### config.mk
export PLATFORM = sky130hd
export DESIGN_NAME = dvs_ramp_ctrl_flat
export DESIGN_NICKNAME = d
export VERILOG_FILES = /design/src/rtl/dvs_ramp_ctrl_if.sv /design/src/rtl/dvs_ramp_ctrl.sv /design/src/flat_wrapper.sv
export SDC_FILE = /design/constraint.sdc
export NUM_CORES = 1
export LEC_CHECK = 0
export CAP_MARGIN = 20
export CORE_UTILIZATION = 45
export DETAILED_ROUTE_END_ITERATION = 7
export GPL_TIMING_DRIVEN = 0
export PLACE_DENSITY = 0.68
export SLEW_MARGIN = 15
export SYNTH_ARGS = -nofsm -noshare
export SYNTH_HDL_FRONTEND = slang
export SYNTH_SLANG_ARGS = --single-unit
### constraint.sdc
create_clock -name clk -period 4.4 [get_ports clk]
set_clock_uncertainty 0.05 [all_clocks]
set_input_delay 0.88 -clock clk [delete_from_list [all_inputs] [get_ports clk]]
set_output_delay 0.88 -clock clk [all_outputs]
set_load 0.005 [all_outputs]
### src/rtl/dvs_ramp_ctrl_if.sv
// Write/fault/status bundle between the register path and the DVS ramp controller.
interface dvs_ramp_ctrl_if #(
    parameter int unsigned CODE_W = 4
) ();
    logic              en;
    logic [CODE_W-1:0] data;
    logic              wrb;
    logic              ov_dig;
    logic              uv_dig;
    logic [CODE_W-1:0] vref_code;
    logic              dvs_done;
    logic              busy;
    logic              ov_flag;
    logic              uv_flag;
    logic              fault;

    modport master (
        output en, data, wrb, ov_dig, uv_dig,
        input  vref_code, dvs_done, busy, ov_flag, uv_flag, fault
    );

    modport slave (
        input  en, data, wrb, ov_dig, uv_dig,
        output vref_code, dvs_done, busy, ov_flag, uv_flag, fault
    );
endinterface

### src/rtl/dvs_ramp_ctrl.sv
// Slew-limited reference-code ramp with debounced OV/UV fault freeze.
// One-LSB steps every STEP_CYCLES clocks toward the last accepted target.
module dvs_ramp_ctrl #(
    parameter int unsigned CODE_W      = 4,
    parameter int unsigned STEP_CYCLES = 8,
    parameter int unsigned DEB_CYCLES  = 4,
    parameter int unsigned RESET_CODE  = 8
) (
    input  logic           clk,
    input  logic           rst,
    dvs_ramp_ctrl_if.slave bus
);

    localparam int unsigned STEP_W = (STEP_CYCLES > 1) ? $clog2(STEP_CYCLES) : 1;
    localparam int unsigned DEB_W  = $clog2(DEB_CYCLES + 1);

    typedef enum logic [1:0] {
        S_IDLE  = 2'd0,
        S_RAMP  = 2'd1,
        S_FAULT = 2'd2
    } state_t;

    state_t              r_state;
    logic [CODE_W-1:0]   r_vref;
    logic [CODE_W-1:0]   r_target;
    logic [STEP_W-1:0]   r_step_cnt;
    logic [DEB_W-1:0]    r_ov_cnt;
    logic [DEB_W-1:0]    r_uv_cnt;
    logic                r_ov_flag;
    logic                r_uv_flag;
    logic                r_fault;
    logic                r_wrb_q;
    logic                r_busy;
    logic                r_done;

    state_t              w_state_nxt;
    logic [CODE_W-1:0]   w_vref_nxt;
    logic [CODE_W-1:0]   w_target_nxt;
    logic [STEP_W-1:0]   w_step_nxt;
    logic [DEB_W-1:0]    w_ov_cnt_nxt;
    logic [DEB_W-1:0]    w_uv_cnt_nxt;
    logic                w_ov_flag_nxt;
    logic                w_uv_flag_nxt;
    logic                w_busy_nxt;
    logic                w_done_nxt;
    logic                w_accept;
    logic                w_ov_set;
    logic                w_uv_set;
    logic                w_fault_set;
    logic [CODE_W-1:0]   w_tgt_eff;
    logic [CODE_W-1:0]   w_stepped;

    // Falling edge of the registered strobe gives one accept per write.
    assign w_accept = bus.en & ~bus.wrb & r_wrb_q;

    // Flags set on the DEB_CYCLES-th consecutive high sample.
    assign w_ov_set = bus.ov_dig & ~r_ov_flag & (r_ov_cnt == DEB_W'(DEB_CYCLES - 1));
    assign w_uv_set = bus.uv_dig & ~r_uv_flag & (r_uv_cnt == DEB_W'(DEB_CYCLES - 1));
    assign w_fault_set = w_ov_set | w_uv_set;

    always_comb begin
        w_state_nxt   = r_state;
        w_vref_nxt    = r_vref;
        w_target_nxt  = r_target;
        w_step_nxt    = r_step_cnt;
        w_busy_nxt    = r_busy;
        w_done_nxt    = r_done;
        w_ov_flag_nxt = r_ov_flag | w_ov_set;
        w_uv_flag_nxt = r_uv_flag | w_uv_set;
        w_tgt_eff     = r_target;
        w_stepped     = r_vref;

        if (!bus.ov_dig)
            w_ov_cnt_nxt = '0;
        else if (r_ov_cnt == DEB_W'(DEB_CYCLES))
            w_ov_cnt_nxt = r_ov_cnt;
        else
            w_ov_cnt_nxt = r_ov_cnt + DEB_W'(1);

        if (!bus.uv_dig)
            w_uv_cnt_nxt = '0;
        else if (r_uv_cnt == DEB_W'(DEB_CYCLES))
            w_uv_cnt_nxt = r_uv_cnt;
        else
            w_uv_cnt_nxt = r_uv_cnt + DEB_W'(1);

        if (!bus.en) begin
            w_ov_cnt_nxt  = '0;
            w_uv_cnt_nxt  = '0;
            w_ov_flag_nxt = 1'b0;
            w_uv_flag_nxt = 1'b0;
            w_target_nxt  = r_vref;
            w_step_nxt    = '0;
            w_state_nxt   = S_IDLE;
            w_busy_nxt    = 1'b0;
            w_done_nxt    = 1'b1;
        end else if (w_fault_set || (r_state == S_FAULT)) begin
            w_state_nxt = S_FAULT;
            w_busy_nxt  = 1'b0;
            w_done_nxt  = 1'b0;
        end else begin
            case (r_state)
                S_IDLE: begin
                    if (w_accept) begin
                        w_target_nxt = bus.data;
                        if (bus.data != r_vref) begin
                            w_step_nxt  = '0;
                            w_state_nxt = S_RAMP;
                            w_busy_nxt  = 1'b1;
                            w_done_nxt  = 1'b0;
                        end
                    end
                end
                S_RAMP: begin
                    // A retarget keeps the step phase; direction follows the newest target.
                    w_tgt_eff    = w_accept ? bus.data : r_target;
                    w_target_nxt = w_tgt_eff;
                    if (w_tgt_eff == r_vref) begin
                        w_step_nxt  = '0;
                        w_state_nxt = S_IDLE;
                        w_busy_nxt  = 1'b0;
                        w_done_nxt  = 1'b1;
                    end else if (r_step_cnt == STEP_W'(STEP_CYCLES - 1)) begin
                        w_step_nxt = '0;
                        w_stepped  = (w_tgt_eff > r_vref) ? (r_vref + CODE_W'(1))
                                                          : (r_vref - CODE_W'(1));
                        w_vref_nxt = w_stepped;
                        if (w_stepped == w_tgt_eff) begin
                            w_state_nxt = S_IDLE;
                            w_busy_nxt  = 1'b0;
                            w_done_nxt  = 1'b1;
                        end
                    end else begin
                        w_step_nxt = r_step_cnt + STEP_W'(1);
                    end
                end
                default: begin
                    w_state_nxt = S_IDLE;
                    w_busy_nxt  = 1'b0;
                    w_done_nxt  = (r_vref == r_target);
                end
            endcase
        end
    end

    always_ff @(posedge clk or posedge rst) begin
        if (rst) begin
            r_state    <= S_IDLE;
            r_vref     <= CODE_W'(RESET_CODE);
            r_target   <= CODE_W'(RESET_CODE);
            r_step_cnt <= '0;
            r_ov_cnt   <= '0;
            r_uv_cnt   <= '0;
            r_ov_flag  <= 1'b0;
            r_uv_flag  <= 1'b0;
            r_fault    <= 1'b0;
            r_wrb_q    <= 1'b1;
            r_busy     <= 1'b0;
            r_done     <= 1'b1;
        end else begin
            r_state    <= w_state_nxt;
            r_vref     <= w_vref_nxt;
            r_target   <= w_target_nxt;
            r_step_cnt <= w_step_nxt;
            r_ov_cnt   <= w_ov_cnt_nxt;
            r_uv_cnt   <= w_uv_cnt_nxt;
            r_ov_flag  <= w_ov_flag_nxt;
            r_uv_flag  <= w_uv_flag_nxt;
            r_fault    <= w_ov_flag_nxt | w_uv_flag_nxt;
            r_wrb_q    <= bus.wrb;
            r_busy     <= w_busy_nxt;
            r_done     <= w_done_nxt;
        end
    end

    assign bus.vref_code = r_vref;
    assign bus.dvs_done  = r_done;
    assign bus.busy      = r_busy;
    assign bus.ov_flag   = r_ov_flag;
    assign bus.uv_flag   = r_uv_flag;
    assign bus.fault     = r_fault;

endmodule

### src/flat_wrapper.sv
// flat-port wrapper written by rule: the top's interface ports become plain ports
module dvs_ramp_ctrl_flat 
#(
    parameter int unsigned CODE_W      = 4,
    parameter int unsigned STEP_CYCLES = 8,
    parameter int unsigned DEB_CYCLES  = 4,
    parameter int unsigned RESET_CODE  = 8
)
  (clk, rst, bus_en, bus_data, bus_wrb, bus_ov_dig, bus_uv_dig, bus_vref_code, bus_dvs_done, bus_busy, bus_ov_flag, bus_uv_flag, bus_fault);
  dvs_ramp_ctrl_if #(.CODE_W(CODE_W)) bus_i ();
  input  logic clk;
  input  logic rst;
  input wire logic [$bits(bus_i.en)-1:0] bus_en;
  input wire logic [$bits(bus_i.data)-1:0] bus_data;
  input wire logic [$bits(bus_i.wrb)-1:0] bus_wrb;
  input wire logic [$bits(bus_i.ov_dig)-1:0] bus_ov_dig;
  input wire logic [$bits(bus_i.uv_dig)-1:0] bus_uv_dig;
  output wire logic [$bits(bus_i.vref_code)-1:0] bus_vref_code;
  output wire logic [$bits(bus_i.dvs_done)-1:0] bus_dvs_done;
  output wire logic [$bits(bus_i.busy)-1:0] bus_busy;
  output wire logic [$bits(bus_i.ov_flag)-1:0] bus_ov_flag;
  output wire logic [$bits(bus_i.uv_flag)-1:0] bus_uv_flag;
  output wire logic [$bits(bus_i.fault)-1:0] bus_fault;
  assign bus_i.en = bus_en;
  assign bus_i.data = bus_data;
  assign bus_i.wrb = bus_wrb;
  assign bus_i.ov_dig = bus_ov_dig;
  assign bus_i.uv_dig = bus_uv_dig;
  assign bus_vref_code = bus_i.vref_code;
  assign bus_dvs_done = bus_i.dvs_done;
  assign bus_busy = bus_i.busy;
  assign bus_ov_flag = bus_i.ov_flag;
  assign bus_uv_flag = bus_i.uv_flag;
  assign bus_fault = bus_i.fault;
  dvs_ramp_ctrl #(.CODE_W(CODE_W), .STEP_CYCLES(STEP_CYCLES), .DEB_CYCLES(DEB_CYCLES), .RESET_CODE(RESET_CODE)) u_core (.clk(clk), .rst(rst), .bus(bus_i));
endmodule
==> flow_metrics.env, run 1 <==
export IMPL_drc=0
export IMPL_worstHoldPathType="flip-flop to flip-flop"
export IMPL_rsz0062_at_grt="false"
export IMPL_start_util_pct=47.9
export IMPL_hpwl_um=2600
export IMPL_intPower_mw=0.424
export IMPL_avgSynthCellArea_sq_um=9.62
export IMPL_num_vias=1294
export IMPL_design_area_sq_um=2100
export IMPL_synth_nets=195
export IMPL_clkPwrFrac_pct=26.9
export IMPL_grt_pass1_vias=1373
export IMPL_worst_hold_path_num_cells=2
export IMPL_synth_edf_count=0
export IMPL_hold_viol=0
export IMPL_synth_area_leaders="dfrtp_1 (31%), ha_1 (11%), dfstp_2 (6.4%)"
export IMPL_track_usage_pct=21.1
export IMPL_power_frac_seq_pct=41.2
export IMPL_fin_tns_setup_ps=0
export IMPL_antenna_left=0
export IMPL_outcome="complete, no violations"
export IMPL_multi_input_area_sq_um=1080
export IMPL_coreArea_sq_um=3420
export IMPL_area_growth_pct=28.6
export IMPL_crit_type="primary input to flip-flop"
export IMPL_netlist_instances=170
export IMPL_hold_path_startpoint="u_core.bus.dvs_done$_DFFE_PP1P_"
export IMPL_finalSetupViolations=0
export IMPL_arrival_ps=4350
export IMPL_clock_sinks=24
export IMPL_drive_gt1_share_pct=21.7
export IMPL_hold_end="u_core.bus.dvs_done$_DFFE_PP1P_"
export IMPL_clk_pin_slew_worst_paths_ps=130
export IMPL_yosysSeqAreaShare_pct=37.0
export IMPL_synthXorXnorAreaFrac_pct=7.80
export IMPL_placementRows=21
export IMPL_grt_max_degree=25
export IMPL_start_kind="primary input"
export IMPL_gp_congestion=0.865
export IMPL_avgRoutedWirePerCell_um=15.3
export IMPL_htree_levels=1
export IMPL_fin_crit_sh_pct=94.4
export IMPL_ios=19
export IMPL_slew_headroom_pct=38.8
export IMPL_cts_root_buf="clkbuf_4"
export IMPL_synth_top_family_by_area="simple AND/OR/NAND/NOR gates"
export IMPL_firstDrtPassIters=4
export IMPL_dieArea_sq_um=3880
export IMPL_end_kind="flip-flop"
export IMPL_synth_cell_type_count=44
export IMPL_r2r_worst_path_cells=14
export IMPL_synth_seq_cells=24
export IMPL_synthArstFlopShare_pct=100
export IMPL_clk_path_buf_depth=2
export IMPL_die_y_um=62.3
export IMPL_grt_ovfl_total=0
export IMPL_cts_tree="built"
export IMPL_drv_cap=0
export IMPL_antenna_cells=0
export IMPL_cts_buffers=3
export IMPL_routed_wl_um=3730
export IMPL_ys_warn_count=0
export IMPL_final_nets=224
export IMPL_fillers=298
export IMPL_reg2reg_slack_ps=550
export IMPL_worst_pin_slew_ps=916
export IMPL_place_area_sq_um=1870
export IMPL_clk_latency_ps=320
export IMPL_powerDensity_nw_per_um2=281
export IMPL_synthSimpleGateAreaFrac_pct=17.9
export IMPL_grt_pass1_wl_um=6460
export IMPL_synthAdderAreaFrac_pct=11.9
export IMPL_viasPerCell=5.30
export IMPL_regArea_sq_um=606
export IMPL_antenna_found_initial=0
export IMPL_drt_iter0_drc=64
export IMPL_p_sw_mw=0.167
export IMPL_yosysTopAreaCellShare_pct=30.6
export IMPL_die_w_um=62.3
export IMPL_io_buffers=17
export IMPL_syn_area_sq_um=1640
export IMPL_synth_main_ff_cell="dfrtp_1"
export IMPL_combPwrFrac_pct=31.8
export IMPL_synth_compound_area_share_pct=13.5
export IMPL_ir_drop_uv=152
export IMPL_fmax_mhz=241
export IMPL_p_leak_nw=0.926
export IMPL_finalCriticalPeriod_ps=4150
export IMPL_swShare_pct=28.3
export IMPL_drv_slew=0
export IMPL_synth_mux_area_share_pct=6.50
export IMPL_r2r_end="u_core.r_state[0]$_DFFE_PP0P_"
export IMPL_synth_largest_area_cell="dfrtp_1"
export IMPL_worstPathRequired_ps=4600
export IMPL_crit_path_max_fanout=4
export IMPL_reg2reg_from="u_core.r_wrb_q$_DFF_PP1_"
[cell type report]
cell class              count  area share, %
plain buffers               3          0.714
clock buffers               3           1.07
clock inverters             1           1.43
inverters                  19           3.39
multi-input cells         124           51.2
flip-flops and latches     24           28.8
well taps                  46           2.74
repair buffers             24           10.7
[layout by cell type, fill, tap and decap left out, types with 3 or more instances in the layout]
master           Yosys  layout
a211o_1              3       3
a21oi_1             12      11
buf_4                1       8
clkbuf_4             0       3
clkdlybuf4s50_1      0      16
dfrtp_1             20      20
dfstp_2              4       4
ha_1                14      11
ha_4                 0       3
inv_1               19      17
mux2_2               5       4
mux2i_4              0       3
nand2_1             12      12
nand2b_1             5       5
nand3_1              5       5
nor2_1              11      10
nor2b_1              3       3
o21ai_0              4       4
o21ai_1              5       5
xnor2_1              8       8
xor2_1               4       4
[how the worst max path moves through the flow]
stage / depth (start not counted) / end / start
final: 15 / u_core.r_state[0]$_DFFE_PP0P_ / bus_data[1]
after global routing: 15 / u_core.r_state[0]$_DFFE_PP0P_ / bus_data[1]
after CTS: 16 / u_core.r_state[0]$_DFFE_PP0P_ / bus_wrb
after detailed placement: 16 / u_core.r_state[0]$_DFFE_PP0P_ / bus_wrb
after global placement: 16 / u_core.r_state[0]$_DFFE_PP0P_ / bus_wrb
after floorplan: 16 / u_core.r_state[0]$_DFFE_PP0P_ / bus_en
[critical path: stages]
cell and delay (ps):
clkdlybuf4s50_1 520, mux2i_4 200, inv_1 70, ha_1 280, and4b_2 230, a211oi_4 290
nor2_4 80, inv_2 90, ha_1 220, and3_4 170, or3_4 370, and2_1 160
xnor3_1 340, a211o_1 270, a211oi_2 170
[power by group through the flow]
| stage | clock [mW] | combinational [mW] | sequential [mW] |
|---|---|---|---|
| 2_1_floorplan | 0 | 0.108 | 0.245 |
| 3_3_place_gp | 0 | 0.142 | 0.245 |
| 3_5_place_dp | 0 | 0.147 | 0.246 |
| 4_1_cts | 0.165 | 0.174 | 0.243 |
| 5_1_grt | 0.170 | 0.206 | 0.245 |
| 6_report | 0.159 | 0.188 | 0.244 |
[layer usage]
| metal | routed length, um | track usage [%] | share of wire (%) | vias to the layer above |
|---|---|---|---|---|
| li1 | - | - | - | 642 |
| met3 | 86 | 4.23 | 2.3 | 7 |
| met2 | 1900 | 36.8 | 51 | 17 |
| met4 | 45 | 5.23 | 1.2 | 0 |
| met5 | 0 | 0 | 0 | - |
| met1 | 1700 | 26.6 | 46 | 628 |
[registers in the layout, summed over array words and instances (netlist names), 2 cells and up]
name / flops
u_core.bus.vref_code: 4
u_core.r_ov_cnt: 3
u_core.r_state: 2
u_core.r_step_cnt: 3
u_core.r_target: 4
u_core.r_uv_cnt: 3
[metrics by stage]
stage | hold slack, ps | utilization (%) | total power, mW | cells | setup WS [ps]
6_report | 451 | 61.6 | 0.591 | 244 | 248
5_1_grt | 465 | 61.6 | 0.621 | 244 | 145
3_3_place_gp | 415 | 54.7 | 0.387 | 233 | -665
2_1_floorplan | 407 | - | 0.352 | 170 | 25.8
3_5_place_dp | 409 | 54.7 | 0.393 | 233 | -714
4_1_cts | 440 | 60.0 | 0.582 | 244 | 1.13
[cell usage after synthesis, types with 4 or more instances]
| library cell | instances |
|---|---|
| ha_1 | 14 |
| mux2_2 | 5 |
| xnor2_1 | 8 |
| xor2_1 | 4 |
| o21ai_0 | 4 |
| o21ai_1 | 5 |
| dfrtp_1 | 20 |
| inv_1 | 19 |
| nand2_1 | 12 |
| nand2b_1 | 5 |
| dfstp_2 | 4 |
| nor2_1 | 11 |
| a21oi_1 | 12 |
| nand3_1 | 5 |
| mux2i_1 | 5 |
[cell families (layout without fill, tap and decap cells)]
| kind of cell | after synthesis | in the layout |
|---|---|---|
| simple gates | 51 | 51 |
| compound gates | 35 | 35 |
| flops | 24 | 24 |
| buf+inv | 22 | 50 |
| fa+ha+maj | 15 | 15 |
| xor+xnor | 13 | 13 |
| mux | 10 | 10 |
[timing repair]
item,CTS,global route
setup buffers,7,0
resized for setup,14,11
setup endpoints to repair,2,2
hold buffers,0,0
pin swaps,2,9
(Power assumes the default switching activity.)
==> run 2: changes to the inputs <==
==> constraint.sdc (replaced) <==
create_clock -name clk -period 5.3 [get_ports clk]
set_clock_uncertainty 0.05 [all_clocks]
set_input_delay 1.06 -clock clk [delete_from_list [all_inputs] [get_ports clk]]
set_output_delay 1.06 -clock clk [all_outputs]
set_load 0.005 [all_outputs]
==> run 2 against run 1 <==
  * Count of clock-buffer cells in the layout did not move
  * Register-to-register slack improved by 420 ps
  * Sequential share of layout area grew 2.8 points
  * Sequential power down 18%
  * Non-clock buffer count shrank 7
  * Final area is 8.9% lower
  * Worst hold slack got worse by 13 ps
  * Clock power shrank 17%
  * Die area did not move
  * Global-route usage is 3.0 points lower
  * Largest power group unchanged
==> flow_metrics.env, run 2 (synthesized netlist as in run 1, its figures left out) <==
export IMPL_p_leak_nw=0.886
export IMPL_grt_ovfl_total=0
export IMPL_finalSetupViolations=0
export IMPL_die_w_um=62.3
export IMPL_fmax_mhz=197
export IMPL_clk_path_buf_depth=2
export IMPL_slowest_delay_ps=480
export IMPL_drc=0
export IMPL_antenna_found_initial=0
export IMPL_hpwl_um=2510
export IMPL_clk_latency_ps=310
export IMPL_fin_hold_ws_ps=438
export IMPL_crit_slowest_cell="clkdlybuf4s50_1"
export IMPL_wl_met1_um=1550
export IMPL_crit_family="simple AND/OR/NAND/NOR gates"
export IMPL_clock_sinks=24
export IMPL_antenna_left=0
export IMPL_total_power_mw=0.453
export IMPL_dieArea_sq_um=3880
export IMPL_top_layer="met4"
export IMPL_ir_drop_uv=106
export IMPL_finalCriticalPeriod_ps=5070
export IMPL_cts_resized_gates=0
export IMPL_gp_congestion=0.932
export IMPL_coreArea_sq_um=3420
export IMPL_grt_pass1_wl_um=5660
export IMPL_final_common_cell="dfrtp_1"
export IMPL_worst_pin_slew_ps=882
export IMPL_layout_common_cells="dfrtp_1 (20), inv_1 (19), clkdlybuf4s50_1 (17), ha_1 (14)"
export IMPL_grt_pass1_vias=1282
export IMPL_cts_tree="built"
export IMPL_placementRows=21
export IMPL_die_y_um=62.3
export IMPL_end_kind="flip-flop"
export IMPL_cp_cell_sequence="clkdlybuf4s50_1, nand3b_4, mux2i_1, inv_1, ha_1, and4b_1, a211oi_1, nor2_1, inv_1, ha_1, and3_4, or3_4, and2_1, xnor3_1, a211o_1, a211oi_1"
export IMPL_htree_levels=1
export IMPL_antenna_cells=0
export IMPL_wl_met3_um=83
export IMPL_arrival_ps=5260
export IMPL_worstPathRequired_ps=5480
export IMPL_post_cts_setup_buffers=0
export IMPL_drv_cap=0
export IMPL_area_growth_pct=17.1
export IMPL_track_usage_pct=18.1
export IMPL_slew_headroom_pct=41.1
export IMPL_ctsHoldBuffers=0
export IMPL_viasPerCell=5.28
export IMPL_outcome="complete, no violations"
export IMPL_cts_root_buf="clkbuf_4"
export IMPL_critical_path_buf_inv_count=3
export IMPL_fin_tns_setup_ps=0
export IMPL_hold_viol=0
export IMPL_worstHoldPathType="flip-flop to flip-flop"
export IMPL_routed_wl_um=3150
export IMPL_start_util_pct=47.9
export IMPL_firstDrtPassIters=4
export IMPL_avgRoutedWirePerCell_um=13.3
export IMPL_crit_type="primary input to flip-flop"
export IMPL_crit_path_max_fanout=7
export IMPL_clk_pin_slew_worst_paths_ps=130
export IMPL_io_buffers=17
export IMPL_cts_buffers=3
export IMPL_fin_crit_sh_pct=95.8
export IMPL_start_kind="primary input"
export IMPL_drv_slew=0
export IMPL_drt_iter0_drc=44
export IMPL_rsz0062_at_grt="false"
export IMPL_num_vias=1252
export IMPL_dr_wl_met2_um=1460
export IMPL_drive_gt1_share_pct=9.95
export IMPL_ios=19
export IMPL_grt_max_degree=25
export IMPL_final_nets=217
export IMPL_powerDensity_nw_per_um2=237
## run 2: worst register-to-register path: cells and delay by family, from the launching register on
family | cells | cell delay (ps)
adder cells (fa/ha/maj) | 2 | 580
AND/OR/NAND/NOR | 6 | 1270
XOR/XNOR | 1 | 350
multiplexers | 1 | 300
buffers and inverters | 2 | 240
AO/OA/AOI/OAI | 3 | 890
flip-flops | 1 | 570
## run 2: stage by stage
step / instances / instance area, sq um / setup slack (ps) / util [%]
6_report: 237 / 1920 / 225 / 56.1
5_1_grt: 237 / 1920 / 1.00 / 56.1
4_1_cts: 237 / 1920 / 254 / 56.1
3_5_place_dp: 233 / 1860 / -45.3 / 54.5
3_3_place_gp: 233 / 1860 / -25.4 / 54.5
2_1_floorplan: 170 / 1640 / 676 / -
## run 2: layout make-up
type,count,area [sq um]
Tap cell,46,57.6
Multi-Input combinational cell,124,943
Clock buffer,3,22.5
Inverter,19,71.3
Clock inverter,1,30.0
Sequential cell,24,606
Buffer,3,15.0
Fill cell,304,1500
Timing Repair Buffer,17,170
## run 2: final timing paths
check / cells past startpoint / slack, ps / startpoint / end
min reg2reg: 2 / 440 / u_core.bus.dvs_done$_DFFE_PP1P_ / u_core.bus.dvs_done$_DFFE_PP1P_
min in group asynchronous: 2 / 1170 / rst / u_core.r_ov_cnt[0]$_DFFE_PP0P_
max reg2reg: 15 / 970 / u_core.r_wrb_q$_DFF_PP1_ / u_core.r_state[0]$_DFFE_PP0P_
max: 16 / 230 / bus_wrb / u_core.r_state[0]$_DFFE_PP0P_
max in group asynchronous: 2 / 3500 / rst / u_core.bus.vref_code[1]$_DFFE_PP0P_
min: 2 / 440 / u_core.bus.dvs_done$_DFFE_PP1P_ / u_core.bus.dvs_done$_DFFE_PP1P_
## run 2: power by group
part	switching, mW	total, mW	leakage, nW	internal (mW)
combinational	0.0598	0.120	0.560	0.0606
sequential	0.00743	0.201	0.298	0.193
clock	0.0556	0.132	0.0279	0.0764
total	0.123	0.453	0.886	0.330
## run 2: layer usage
layer	GRT usage (%)	vias up
li1	-	628
met1	23.7	602
met2	30.6	16
met3	2.39	6
met4	6.10	0
met5	0	-
